===== src/rtl/register10bit.sv =====
// Generic WIDTH-bit holding register with an asynchronous active-low clear.
// It captures data_in on every rising clk edge and drives data_out straight from the flops.
module register10bit #(
  parameter int unsigned WIDTH = 10,
  parameter logic [WIDTH-1:0] RESET_VALUE = '0
) (
  input  logic             clk,
  input  logic             rst,
  input  logic [WIDTH-1:0] data_in,
  output logic [WIDTH-1:0] data_out
);

  // There is no enable: every edge out of reset reloads, even if data_in is unchanged.
  always_ff @(posedge clk or negedge rst) begin
    if (!rst) begin
      data_out <= RESET_VALUE;
    end else begin
      data_out <= data_in;
    end
  end

endmodule


===== config.mk =====
export PLATFORM = sky130hd
export DESIGN_NAME = register10bit
export DESIGN_NICKNAME = d
export VERILOG_FILES = /design/src/rtl/register10bit.sv
export SDC_FILE = /design/constraint.sdc
export NUM_CORES = 1
export LEC_CHECK = 0
export ABC_AREA = 1
export BUFFER_PORTS_ARGS = -buffer_cell sky130_fd_sc_hd__buf_2
export CORE_AREA = 10 10 47 49
export DETAILED_ROUTE_END_ITERATION = 10
export DIE_AREA = 0 0 57 59
export RECOVER_POWER = 50
export SYNTH_ARGS = -nofsm -noshare
export SYNTH_HDL_FRONTEND = slang
export SYNTH_SLANG_ARGS = --single-unit

===== constraint.sdc =====
create_clock -name clk -period 0.8 [get_ports clk]
set_input_delay 0.08 -clock clk [delete_from_list [all_inputs] [get_ports clk]]
set_output_delay 0.08 -clock clk [all_outputs]
set_load 0.01 [all_outputs]

==> results.txt <==
- Clock sink count: 10
* Worst vdd ir: 0.8834 mV
- Cell with the biggest individual delay on the critical path: sky130_fd_sc_hd__dfrtp_1
- On the critical path the largest part of the delay comes from flip-flops.
* Shortest clock period the worst path allows after layout: about 0.85 ns
* DRT met1 WL: between 400 and 500 µm
- For the pin with the worst max-slew slack, the measured transition is just over 0.5 ns.
* Top flop regs: data_out (10)
- Entering global routing, the biggest net connects 11 pins.
* Most area-consuming cells after synthesis: sky130_fd_sc_hd__dfrtp_1 100%
- Sequential elements use 100.0% of the synthesized area.
- Across all hold checks on the routed design, the worst slack comes to 0.2983 ns.
- The initial antenna violation count came to 0.
* Tcrit/Tclk final: 106.5%
- For this run, the top clock speed supported by timing is between 1 and 1.5 GHz.
- The worst pin sits at a relative slew slack of ~65%.
- Via count of the first global-routing pass: approximately 270
- Setup repair after global routing missed its margin: yes
- After routing, the total negative slack on setup checks comes to -0.3673 ns.
- Antenna violation net count after detailed routing: 0
* Layout cells sized above 1: 52.17%
- Required time at the endpoint of the critical path: between 0.7 and 0.8 ns
* Gate count after technology mapping: 10
- Sequential cells account for 48.8% of the total power.
- Cell type with the highest aggregate area in the netlist: sky130_fd_sc_hd__dfrtp_1
- Nets: between 50 and 60
- Grt ovf: 0
* Uppermost metal layer occupied by signal nets: met4
- In this run, the number of DRC markers left after iteration 0 of detailed routing was 0.
- Wire length of the first global-routing pass: 1.400 mm
- Setup violations remaining at the end of the flow were counted as 10.
* Average size of a mapped cell: roughly 25 µm²
* Total leakage power: between 0.2 and 0.3 nW
- Worst slack at placement: between 0.2 and 0.25 ns
- DRC violation count after routing: 0
* Final slew viol count: 0
- For this run, the detailed router's first-pass iteration total came to 1.
* Via count normalized by instance count: 3.661
- The register with the most flip-flops in the layout has 10 of them.
- No sink is reached through more buffers than the 2 on the longest clock path.
* Worst path cell trace: buf_2
- Class of the worst hold path: input port to asynchronous set/reset pin
- The routed layout has around 230 vias.
* Multi-input logic cell count: 0
- The die is between 50 and 60 µm wide.
- Global routing usage summed across all routing layers: slightly below 6%
* Type of destination of the critical path: primary output
* Switch Pwr: around 0.22 mW
* Maximum cell stage delay along the critical path: between 0.3 and 0.4 ns
- Footprint of the multi-input gates: 0 µm²
- After layout, the worst setup slack is -0.05232 ns.
- The region available for standard cell placement spans around 1400 µm².
* Number of inserted diodes: 0
* Outcome: finished with violations
- Cell at the root of the clock tree: sky130_fd_sc_hd__clkbuf_4
- Initial core utilization: between 15 and 20%
- Number of buffers added by the clock tree synthesis step: 3
- Routability cong.: roughly 0.65
- Total Wirelength: approximately 850 µm
- The floorplan has 14 rows.
* Clock power share: roughly two fifths
- Violations in the final reports: negative setup slack
* Met2 Routed Length: roughly 280 µm
- The final hold violation count was 0.
* Critical path class: flip-flop to primary output
- The worst setup path is launched from a flip-flop.
- In this run switching power makes up about a fifth of total power.
- Gate power share: a little under an eighth
- The synthesized design contains 10 register bits.
* Post-Synthesis Cell Area: 250.2 µm²
* Biggest register: data_out
- Count of port buffers added during placement: 21
* I/O pins: 22
- Data on the critical path arrives at its endpoint at 0.77 ns.
- Clock-pin slew was measured on the worst setup and hold paths at 0.06 ns.
- Area fraction of the dominant cell type after synthesis: 100.0%
- Maximum capacitance violations: 0
* Routed wirelength normalized by instance count: between 10 and 15 µm
* Number of nets produced by synthesis: 22
- Power density over cell area: 2031 nW/µm²
* Die outline height: roughly 59 µm
* Syn-to-layout area delta: 118.0%
- CTS H-Tree Depth: 1
- P_int: about 0.89 mW
- The number of different library cells used by synthesis comes to 1.
- TritonCTS built the clock tree.
- The number of buffers and inverters on the critical path is 1.
- Worst Path Max Fanout: 1
- Met3 routed wirelength: about 140 µm
* DIE AREA: 3363 µm²
- Synthesis Warnings: 0
[power groups by stage]
stage	combinational [mW]	clock, mW	sequential (mW)
2_1_floorplan	0	0	0.562
3_3_place_gp	0.0796	0	0.547
3_5_place_dp	0.0809	0	0.548
4_1_cts	0.125	0.454	0.539
5_1_grt	0.142	0.479	0.543
6_report	0.130	0.437	0.541
[cells in the final DEF, fill, tap and decap left out]
cell type	count
sky130_fd_sc_hd__dfrtp_1	10
sky130_fd_sc_hd__clkbuf_4	3
sky130_fd_sc_hd__buf_2	16
sky130_fd_sc_hd__clkbuf_1	1
sky130_fd_sc_hd__clkbuf_8	1
sky130_fd_sc_hd__buf_6	4
sky130_fd_sc_hd__dlygate4sd3_1	11
[stage by stage]
stage	area (µm²)	total power, mW	std cells	util [%]
3_5_place_dp	375.4	0.6286	47	26.79
5_1_grt	545.5	1.164	62	38.93
2_1_floorplan	250.2	0.5619	10	-
4_1_cts	528.0	1.118	62	37.68
3_3_place_gp	375.4	0.6267	47	26.79
6_report	545.5	1.108	62	38.93
[metal layers]
metal	global-route usage, %	vias up
met3	4.721	2
met2	6.047	26
li1	-	102
met4	4.027	0
met5	0	-
met1	7.204	97
[worst paths after layout]
path,startpoint,endpoint,cells past startpoint
min in group clk,data_in[0],data_out[0]$_DFF_PN0_,2
worst min-delay path,rst,data_out[9]$_DFF_PN0_,2
worst max-delay path,data_out[3]$_DFF_PN0_,data_out[3],1
max in group asynchronous,rst,data_out[1]$_DFF_PN0_,2
[Yosys cell counts (all sizes together)]
cell type,count
dfrtp,10
[logic make-up after synthesis]
logic type | after synthesis | synth area share [%]
flops | 10 | 100.0
[final cells by class]
class | instances | area, µm²
clock buffers | 4 | 36.28
fillers | 142 | 855.8
flip-flops and latches | 10 | 250.2
well taps | 16 | 20.02
repair buffers | 32 | 239.0
[repair_timing]
item	4_1_cts	5_1_grt
resized for setup	1	3
endpoints found under the setup margin	10	10
pin swaps	0	0
hold buffers	11	0
endpoints found under the hold margin	20	0
setup buffers	0	0
Note: power is estimated with default switching activity, not from simulation.
